--- config.mk ---
export PLATFORM = sky130hd
export DESIGN_NAME = instr_fetch_flat
export DESIGN_NICKNAME = d
export VERILOG_FILES = /design/src/rtl/instr_fetch_if.sv /design/src/rtl/instr_fetch.sv /design/src/flat_wrapper.sv
export SDC_FILE = /design/constraint.sdc
export NUM_CORES = 1
export LEC_CHECK = 0
export BUFFER_PORTS_ARGS = -buffer_cell sky130_fd_sc_hd__buf_4
export CORE_MARGIN = 8
export CORE_UTILIZATION = 54
export DETAILED_ROUTE_END_ITERATION = 10
export PLACE_DENSITY_LB_ADDON = 0.1
export SETUP_SLACK_MARGIN = 0.4
export SYNTH_ARGS = -nofsm -noshare
export SYNTH_HDL_FRONTEND = slang
export SYNTH_SLANG_ARGS = --single-unit
--- constraint.sdc ---
create_clock -name clk -period 5.6 [get_ports clk]
set_clock_uncertainty 0.15 [all_clocks]
set_input_delay 0.84 -clock clk [delete_from_list [all_inputs] [get_ports clk]]
set_output_delay 0.84 -clock clk [all_outputs]
set_load 0.02 [all_outputs]
--- src/rtl/instr_fetch_if.sv ---
// rtl/instr_fetch_if.sv - dualport_bus interface between the fetch unit (master) and the instruction ROM (slave).
interface dualport_bus;
  logic        rd_req;
  logic [31:0] rd_addr;
  logic        rd_gnt;
  logic [31:0] rd_data;
  logic        wr_req;

  modport master (output rd_req, output rd_addr, input rd_gnt, input rd_data, output wr_req);
  modport slave  (input rd_req, input rd_addr, output rd_gnt, output rd_data, input wr_req);
endinterface

--- src/rtl/instr_fetch.sv ---
// rtl/instr_fetch.sv - instruction fetch unit: PC, credit-limited ROM reads, fetch FIFO, redirect flush.
// Optional FETCH_PERF_EN adds pop and stall performance counters.
module instr_fetch #(
  parameter logic [31:0] RESET_PC   = 32'h0000_0000,
  parameter int          FIFO_DEPTH = 2
) (
  input  logic        clk,
  input  logic        rst,
  dualport_bus.master instr_master,
  input  logic        fetch_en,
  input  logic        redirect_valid,
  input  logic [31:0] redirect_pc,
  output logic        instr_valid,
  input  logic        instr_ready,
  output logic [31:0] instr_data,
  output logic [31:0] instr_pc,
  output logic        fetch_busy
`ifdef FETCH_PERF_EN
  ,
  output logic [31:0] perf_fetch_cnt,
  output logic [31:0] perf_stall_cnt
`endif
);

  localparam logic [1:0] IDLE  = 2'd0;
  localparam logic [1:0] RUN   = 2'd1;
  localparam logic [1:0] DRAIN = 2'd2;

  localparam int CW = $clog2(FIFO_DEPTH + 1);
  localparam int PW = $clog2(FIFO_DEPTH);
  localparam logic [CW:0]   DEPTH_W  = (CW + 1)'(FIFO_DEPTH);
  localparam logic [CW-1:0] FULL_CNT = CW'(FIFO_DEPTH);
  localparam logic [PW-1:0] LAST_PTR = PW'(FIFO_DEPTH - 1);

  logic [1:0]    state_q, state_d;
  logic [31:0]   pc_q, pc_d;
  logic          inflight_q, inflight_d;
  logic [31:0]   inflight_pc_q, inflight_pc_d;
  logic [CW-1:0] cnt_q, cnt_d;
  logic [PW-1:0] rd_ptr_q, rd_ptr_d, wr_ptr_q, wr_ptr_d;
  logic [31:0]   mem_data_q [FIFO_DEPTH];
  logic [31:0]   mem_pc_q   [FIFO_DEPTH];

  logic          push, pop, gnt, rd_req;
  logic [CW:0]   occupancy;
  logic          redirect_pc_unused;

  assign redirect_pc_unused = ^redirect_pc[1:0];

  assign instr_valid = (cnt_q != '0);
  assign pop         = instr_valid && instr_ready;
  assign push        = inflight_q && !redirect_valid;
  // Occupancy counts the word already in flight so a push can never find the FIFO full.
  assign occupancy   = {1'b0, cnt_q} - (CW + 1)'(pop) + (CW + 1)'(inflight_q);
  assign rd_req      = (state_q == RUN) && fetch_en && !redirect_valid && (occupancy < DEPTH_W);
  assign gnt         = rd_req && instr_master.rd_gnt;

  assign instr_master.rd_req  = rd_req;
  assign instr_master.rd_addr = pc_q;
  assign instr_master.wr_req  = 1'b0;

  assign instr_data = instr_valid ? mem_data_q[rd_ptr_q] : 32'h0;
  assign instr_pc   = instr_valid ? mem_pc_q[rd_ptr_q]   : 32'h0;
  assign fetch_busy = (state_q != IDLE) || instr_valid;

  always_comb begin
    state_d       = state_q;
    pc_d          = pc_q;
    inflight_d    = gnt;
    inflight_pc_d = pc_q;
    cnt_d         = cnt_q + CW'(push) - CW'(pop);
    rd_ptr_d      = rd_ptr_q;
    wr_ptr_d      = wr_ptr_q;
    if (push) wr_ptr_d = (wr_ptr_q == LAST_PTR) ? '0 : wr_ptr_q + 1'b1;
    if (pop)  rd_ptr_d = (rd_ptr_q == LAST_PTR) ? '0 : rd_ptr_q + 1'b1;
    if (gnt)  pc_d     = pc_q + 32'd4;

    case (state_q)
      IDLE:    if (fetch_en) state_d = RUN;
      RUN:     if (!fetch_en) state_d = inflight_q ? DRAIN : IDLE;
      DRAIN:   state_d = IDLE;
      default: state_d = IDLE;
    endcase

    if (redirect_valid) begin
      pc_d     = {redirect_pc[31:2], 2'b00};
      cnt_d    = '0;
      rd_ptr_d = '0;
      wr_ptr_d = '0;
    end
  end

  always_ff @(posedge clk or posedge rst) begin
    if (rst) begin
      state_q       <= IDLE;
      pc_q          <= RESET_PC;
      inflight_q    <= 1'b0;
      inflight_pc_q <= 32'h0;
      cnt_q         <= '0;
      rd_ptr_q      <= '0;
      wr_ptr_q      <= '0;
    end else begin
      state_q       <= state_d;
      pc_q          <= pc_d;
      inflight_q    <= inflight_d;
      inflight_pc_q <= inflight_pc_d;
      cnt_q         <= cnt_d;
      rd_ptr_q      <= rd_ptr_d;
      wr_ptr_q      <= wr_ptr_d;
    end
  end

  always_ff @(posedge clk) begin
    if (push) begin
      mem_data_q[wr_ptr_q] <= instr_master.rd_data;
      mem_pc_q[wr_ptr_q]   <= inflight_pc_q;
    end
  end

  always_comb begin
    if (!rst) assert (!(push && !pop && cnt_q == FULL_CNT));
  end

`ifdef FETCH_PERF_EN
  logic [31:0] perf_fetch_q, perf_fetch_d;
  logic [31:0] perf_stall_q, perf_stall_d;

  always_comb begin
    perf_fetch_d = perf_fetch_q + 32'(pop);
    perf_stall_d = perf_stall_q + 32'((state_q == RUN) && !gnt);
  end

  always_ff @(posedge clk or posedge rst) begin
    if (rst) begin
      perf_fetch_q <= 32'h0;
      perf_stall_q <= 32'h0;
    end else begin
      perf_fetch_q <= perf_fetch_d;
      perf_stall_q <= perf_stall_d;
    end
  end

  assign perf_fetch_cnt = perf_fetch_q;
  assign perf_stall_cnt = perf_stall_q;
`endif

endmodule

--- src/flat_wrapper.sv ---
// flat-port wrapper written by rule: the top's interface ports become plain ports
module instr_fetch_flat 
#(
  parameter logic [31:0] RESET_PC   = 32'h0000_0000,
  parameter int          FIFO_DEPTH = 2
)
  (clk, rst, fetch_en, redirect_valid, redirect_pc, instr_valid, instr_ready, instr_data, instr_pc, fetch_busy, instr_master_rd_req, instr_master_rd_addr, instr_master_rd_gnt, instr_master_rd_data, instr_master_wr_req);
  dualport_bus instr_master_i ();
  input  logic clk;
  input  logic rst;
  input  logic fetch_en;
  input  logic redirect_valid;
  input  logic [31:0] redirect_pc;
  output logic instr_valid;
  input  logic instr_ready;
  output logic [31:0] instr_data;
  output logic [31:0] instr_pc;
  output logic fetch_busy;
  output wire logic [$bits(instr_master_i.rd_req)-1:0] instr_master_rd_req;
  output wire logic [$bits(instr_master_i.rd_addr)-1:0] instr_master_rd_addr;
  input wire logic [$bits(instr_master_i.rd_gnt)-1:0] instr_master_rd_gnt;
  input wire logic [$bits(instr_master_i.rd_data)-1:0] instr_master_rd_data;
  output wire logic [$bits(instr_master_i.wr_req)-1:0] instr_master_wr_req;
  assign instr_master_rd_req = instr_master_i.rd_req;
  assign instr_master_rd_addr = instr_master_i.rd_addr;
  assign instr_master_i.rd_gnt = instr_master_rd_gnt;
  assign instr_master_i.rd_data = instr_master_rd_data;
  assign instr_master_wr_req = instr_master_i.wr_req;
  instr_fetch #(.RESET_PC(RESET_PC), .FIFO_DEPTH(FIFO_DEPTH)) u_core (.clk(clk), .rst(rst), .instr_master(instr_master_i), .fetch_en(fetch_en), .redirect_valid(redirect_valid), .redirect_pc(redirect_pc), .instr_valid(instr_valid), .instr_ready(instr_ready), .instr_data(instr_data), .instr_pc(instr_pc), .fetch_busy(fetch_busy));
endmodule
Yosys cells after proc, flatten, opt, wreduce, memory -nomap -nowiden
Memory sizes are Yosys's and may differ from the RTL's.
Cells that the tools add are included.
{"block": "totals", "output_inout_bits": 100, "reg_bits": 71, "input_bits": 70, "latch_bits": 0, "rom_bits": 0, "memories": 2, "ram_bits": 128, "elab_cells": 52}
{"block": "classes", "div": 0, "n_shift": 0, "muxes": 17, "n_mul": 0, "n_reduce_logical": 15, "bitwise_logic": 0, "n_eq_ne": 3, "magnitude_cmp": 1, "n_addsub": 7}
{"name": "u_core.mem_data_q", "words": 2, "word_bits": 32, "rd": 1, "rd_clocked_by_memory_dff": 0, "write_ports": 1, "line": "instr_fetch.sv:41", "source": "logic [31:0] mem_data_q [FIFO_DEPTH];"}
{"name": "u_core.mem_pc_q", "words": 2, "word_bits": 32, "rd": 1, "rd_clocked_by_memory_dff": 0, "write_ports": 1, "line": "instr_fetch.sv:42", "source": "logic [31:0] mem_pc_q [FIFO_DEPTH];"}
{"cell": "$mux W32", "count": 4}
{"cell": "$add A32 B3 Y32 const B", "count": 1}
{"cell": "$reduce_bool A2 Y1", "count": 5}
{"cell": "$mux W1", "count": 8}
{"cell": "$mux W2", "count": 4}
{"cell": "$logic_and A1 B1 Y1", "count": 6}
{"cell": "$ne A2 B2 Y1 const B", "count": 2}
{"cell": "$pmux W2 S2", "count": 1}
{"cell": "$add A3 B1 Y3", "count": 1}
{"cell": "$lt A3 B2 Y1 const B", "count": 1}
{"cell": "$sub A2 B1 Y3", "count": 1}
{"cell": "$add A1 B1 Y1 const B", "count": 2}
{"cell": "$add A2 B1 Y2", "count": 1}
{"cell": "$eq A2 B1 Y1 const B", "count": 1}
{"cell": "$logic_not A2 Y1", "count": 1}
{"cell": "$reduce_and A2 Y1", "count": 1}
{"cell": "$sub A2 B1 Y2", "count": 1}
{"cell": "$logic_not A1 Y1", "count": 1}
{"cell": "$logic_or A1 B1 Y1", "count": 1}

Depth between registers and ports, before layout
{"block": "logic_depth", "ltp_word": 9, "ltp_mapped": 14, "mapped_depth_nobuf": 11}

Worst setup path before layout
No wires, ideal clock.
{"block": "synth_path", "path_kind": "input to register", "startpoint": "input port redirect_valid", "endpoint": "memory u_core.mem_data_q[0][0] (enable)", "path_buffers": 1, "arrival_ps": 3963, "path_stages": 3, "setup_time_ps": 490, "setup_slack_ps": 997, "required_time_ps": 4960, "path_cell_list": "clkbuf_1 -> nor2b_1 -> nor2b_1"}
{"block": "synth_via", "elab_chain_cells": 4}
{"element": "from (decl)", "line": "flat_wrapper.sv:12", "source": "input logic redirect_valid;"}
{"element": "$logic_not A1 Y1", "line": "instr_fetch.sv:52", "source": "assign push = inflight_q && !redirect_valid;"}
{"element": "$logic_and A1 B1 Y1", "line": "instr_fetch.sv:52"}
{"element": "$mux W1", "line": "instr_fetch.sv:114", "source": "if (push) begin"}
{"element": "$mux W1 (not written as such)", "line": "instr_fetch.sv:115", "source": "mem_data_q[wr_ptr_q] <= instr_master.rd_data;"}
{"element": "to (decl)", "line": "instr_fetch.sv:41"}
No other way between the ends.

Worst setup path after layout
{"block": "layout_path", "startpoint": "register u_core.cnt_q[1]", "endpoint": "output port instr_master_rd_req"}
{"block": "layout_via", "elab_chain_cells": 6}
{"element": "from (decl)", "line": "instr_fetch.sv:39", "source": "logic [CW-1:0] cnt_q, cnt_d;"}
{"element": "from (signal assigned)", "line": "instr_fetch.sv:107", "source": "cnt_q <= cnt_d;"}
{"element": "$reduce_bool A2 Y1", "line": "instr_fetch.sv:50", "source": "assign instr_valid = (cnt_q != '0);"}
{"element": "$logic_and A1 B1 Y1", "line": "instr_fetch.sv:51", "source": "assign pop = instr_valid && instr_ready;"}
{"element": "$sub A2 B1 Y3 (*)", "line": "instr_fetch.sv:54", "source": "assign occupancy = {1'b0, cnt_q} - (CW + 1)'(pop) + (CW + 1)'(inflight_q);"}
{"element": "$add A3 B1 Y3 (*)", "line": "instr_fetch.sv:54"}
{"element": "$lt A3 B2 Y1 (*)", "line": "instr_fetch.sv:55", "source": "assign rd_req = (state_q == RUN) && fetch_en && !redirect_valid && (occupancy < DEPTH_W);"}
{"element": "$logic_and A1 B1 Y1 (*)", "line": "instr_fetch.sv:55"}
{"element": "to (decl)", "line": "flat_wrapper.sv:19", "source": "output wire logic [$bits(instr_master_i.rd_req)-1:0] instr_master_rd_req;"}
Every way passes the cells marked *; elsewhere a longest branch is shown, timed or not.

==> results.yml <==
sta:
  rsz0062_at_grt: "no"
  tightest_slew_ps: 1160
  setup_tns_ps: 0
  period_needed_ps: 3440
  hold_viol_final: 0
  max_freq_ghz: 0.290
  slew_viol_final: 0
  slew_headroom_pct: 22.9
  finalSetupViolations: 0
  whs_ps: 287
  min_period_over_period_pct: 61.5
layout:
  diodes: 0
  final_nets: 797
  drive_gt1_share_pct: 28.0
  utilization_pct: 69.0
  area_delta_synth_final_pct: 24.8
cts:
  cts_setup_buffers: 0
  clk_pin_slew_worst_paths_ps: 70
  numCtsBuffers: 17
  clock_latency_ps: 420
  cts_buffer_depth: 2
  ctsHtreeMaxLevel: 4
  cts_tree: "built"
  cts_resized: 0
  cts-hold-fix-buffers: 0
  cts-root-buf: "clkbuf_16"
  cts.sinks: 191
floorplanning:
  io_pins: 170
  die_w_um: 135
  start_util_pct: 55.3
  coreArea_um2: 13900
  die-area_um2: 18300
  fp.dieH_um: 135
  rows: 43
setup_path:
  crit_type: "flip-flop to primary output"
  slowest_delay_ps: 540
  endpoint: "instr_master_rd_req"
  cp-startpoint: "u_core.cnt_q[1]"
  critPathBufInv: 2
  crit_chain: "nor2_4 > inv_1 > and2_1 > nor2b_1 > fa_1 > nand4b_1 > nor3_1 > buf_4"
  path_delay_family: "simple AND/OR/NAND/NOR gates"
  cp.arrival_ps: 2450
  reg2reg_depth: 11
  startpoint_type: "flip-flop"
  cp_num_cells: 8
  regToRegSetupSlack_ps: 2230
  worst_ep_required_time_ps: 4610
  crit_slowest_cell: "fa_1"
  r2r-end: "u_core.instr_master.rd_addr[11]"
  end_kind: "primary output"
  crit_fanout: 4
  r2r-start: "u_core.cnt_q[1]"
route:
  ant_nets: 0
  wl_per_cell_um: 19.0
  dr.pass1.iters: 5
  viasPerCell: 5.60
  drc: 0
  routed_wl_um: 17400
  drt_iter0_markers: 316
  vias: 5129
power_and_ir_drop:
  clkPwrFrac_pct: 28.2
  pwr-share-comb_pct: 27.7
  powerDensity_nw_per_um2: 423
  p_leak_nw: 3.79
  worst_ir_drop_vdd_mv: 0.341
  p_seq_share_pct: 44.2
  p_sw_w: 0.00131
  switching_share_pct: 32.2
  p_int_w: 0.00276
synth:
  ys_warn_count: 0
  ys_top_cells_by_area: "edfxtp_1 (48%), dfrtp_1 (22%), mux2i_1 (8.7%), nor2_1 (4.4%), nand2_1 (2.0%)"
  synth.distinct_cells: 47
  synth_top_cell_area_share_pct: 48.3
  yosys-top-cells-count: "edfxtp_1 (124), nor2_1 (91), dfrtp_1 (67), mux2i_1 (67), nand2_1 (41)"
  synth-seq-cells: 191
  netlist_instances: 564
  synth-main-ff-cell: "edfxtp_1"
  synth.most_common_cell: "edfxtp_1"
  syn_avg_cell_area_um2: 13.7
  yosysSeqAreaShare_pct: 70.1
  synth_area_leader_cell: "edfxtp_1"
  synth_edf_count: 124
  syn_area_um2: 7700
  async_flop_share_pct: 35.1
grt:
  track_usage_pct: 19.0
  grt_pass1_vias: 5268
  antenna_found_initial: 0
  grt_pass1_wl_um: 27000
  grt-ovfl-total: 0
  grt_max_degree: 68
placed_design:
  port_buffers: 162
  gp_congestion: 0.786
  hpwl_um: 11400
hold_path:
  hold_class: "flip-flop to flip-flop"
  hold_depth: 0
outcome:
  status: "complete, no violations"
run:
  max_cap_violations: 0
[kinds of logic after synthesis]
| family | count (synthesis) | share of synthesized area, % |
|---|---|---|
| AOI/OAI and AO/OA | 54 | 4.79 |
| xor gates and xnor gates | 7 | 0.796 |
| adders and majority gates | 4 | 0.747 |
| buffers and inverters | 43 | 2.76 |
| DFF | 191 | 70.1 |
| muxes | 67 | 8.71 |
| other | 1 | 0.0487 |
| and+or+nand+nor | 197 | 12.1 |
[routing by layer]
layer	part of all wire (%)	GRT usage (%)
met1	41	23.3
met2	49	31.1
met3	7.1	5.45
met4	2.1	7.83
met5	0	0
[metrics by stage]
step / total power [W] / cells / cell area [um^2] / setup WS (ps)
3_3_place_gp: 0.00294 / 884 / 9050 / 1770
4_1_cts: 0.00410 / 916 / 9610 / 1820
2_1_floorplan: 0.00245 / 568 / 7720 / 997
3_5_place_dp: 0.00296 / 884 / 9050 / 1640
5_1_grt: 0.00424 / 916 / 9610 / 2000
6_report: 0.00407 / 916 / 9610 / 2160
[worst min path at each step]
| stage | start | end | slack (ps) |
|---|---|---|---|
| 2_1_floorplan | u_core.inflight_pc_q[10] | u_core.mem_pc_q[0][10] | 270 |
| 3_5_place_dp | u_core.inflight_pc_q[28] | u_core.mem_pc_q[0][28] | 280 |
| 6_report | u_core.inflight_pc_q[5] | u_core.mem_pc_q[0][5] | 290 |
| 3_3_place_gp | u_core.inflight_pc_q[10] | u_core.mem_pc_q[1][10] | 270 |
| 5_1_grt | u_core.inflight_pc_q[5] | u_core.mem_pc_q[0][5] | 290 |
| 4_1_cts | u_core.inflight_pc_q[5] | u_core.mem_pc_q[0][5] | 290 |
[state kept, by name (all words and copies together) (netlist names)]
signal / flops
u_core.cnt_q: 2
u_core.rd_ptr_q: 1
u_core.mem_pc_q: 60
u_core.inflight_q: 1
u_core.wr_ptr_q: 1
u_core.state_q: 2
u_core.mem_data_q: 64
u_core.inflight_pc_q: 30
u_core.instr_master.rd_addr: 30
[layout make-up]
type                       count  area [um^2]
clock buffer                  22          444
clock inverter                10          113
fill                        1037         4320
inverter                      12         50.0
multi-input combinational    334         2120
sequential                   191         5400
tap                          180          225
timing repair buffer         167         1250
[power groups by stage]
stage | combinational, W | clock [W] | sequential (W)
2_1_floorplan | 0.000710 | 0 | 0.00174
3_3_place_gp | 0.00112 | 0 | 0.00181
3_5_place_dp | 0.00114 | 0 | 0.00182
4_1_cts | 0.00114 | 0.00116 | 0.00180
5_1_grt | 0.00121 | 0.00122 | 0.00181
6_report | 0.00113 | 0.00115 | 0.00180
[layout by cell type, fill, tap and decap left out, types with 10 or more instances in the layout]
cell and instances:
edfxtp_1 124, o21ai_0 19, mux2i_1 67, clkbuf_16 17, nand2_1 41, inv_1 10
nor2_1 89, buf_4 167, nand3_1 13, dfrtp_1 66, nand4_1 12
Power figures use the tool's default switching activity.
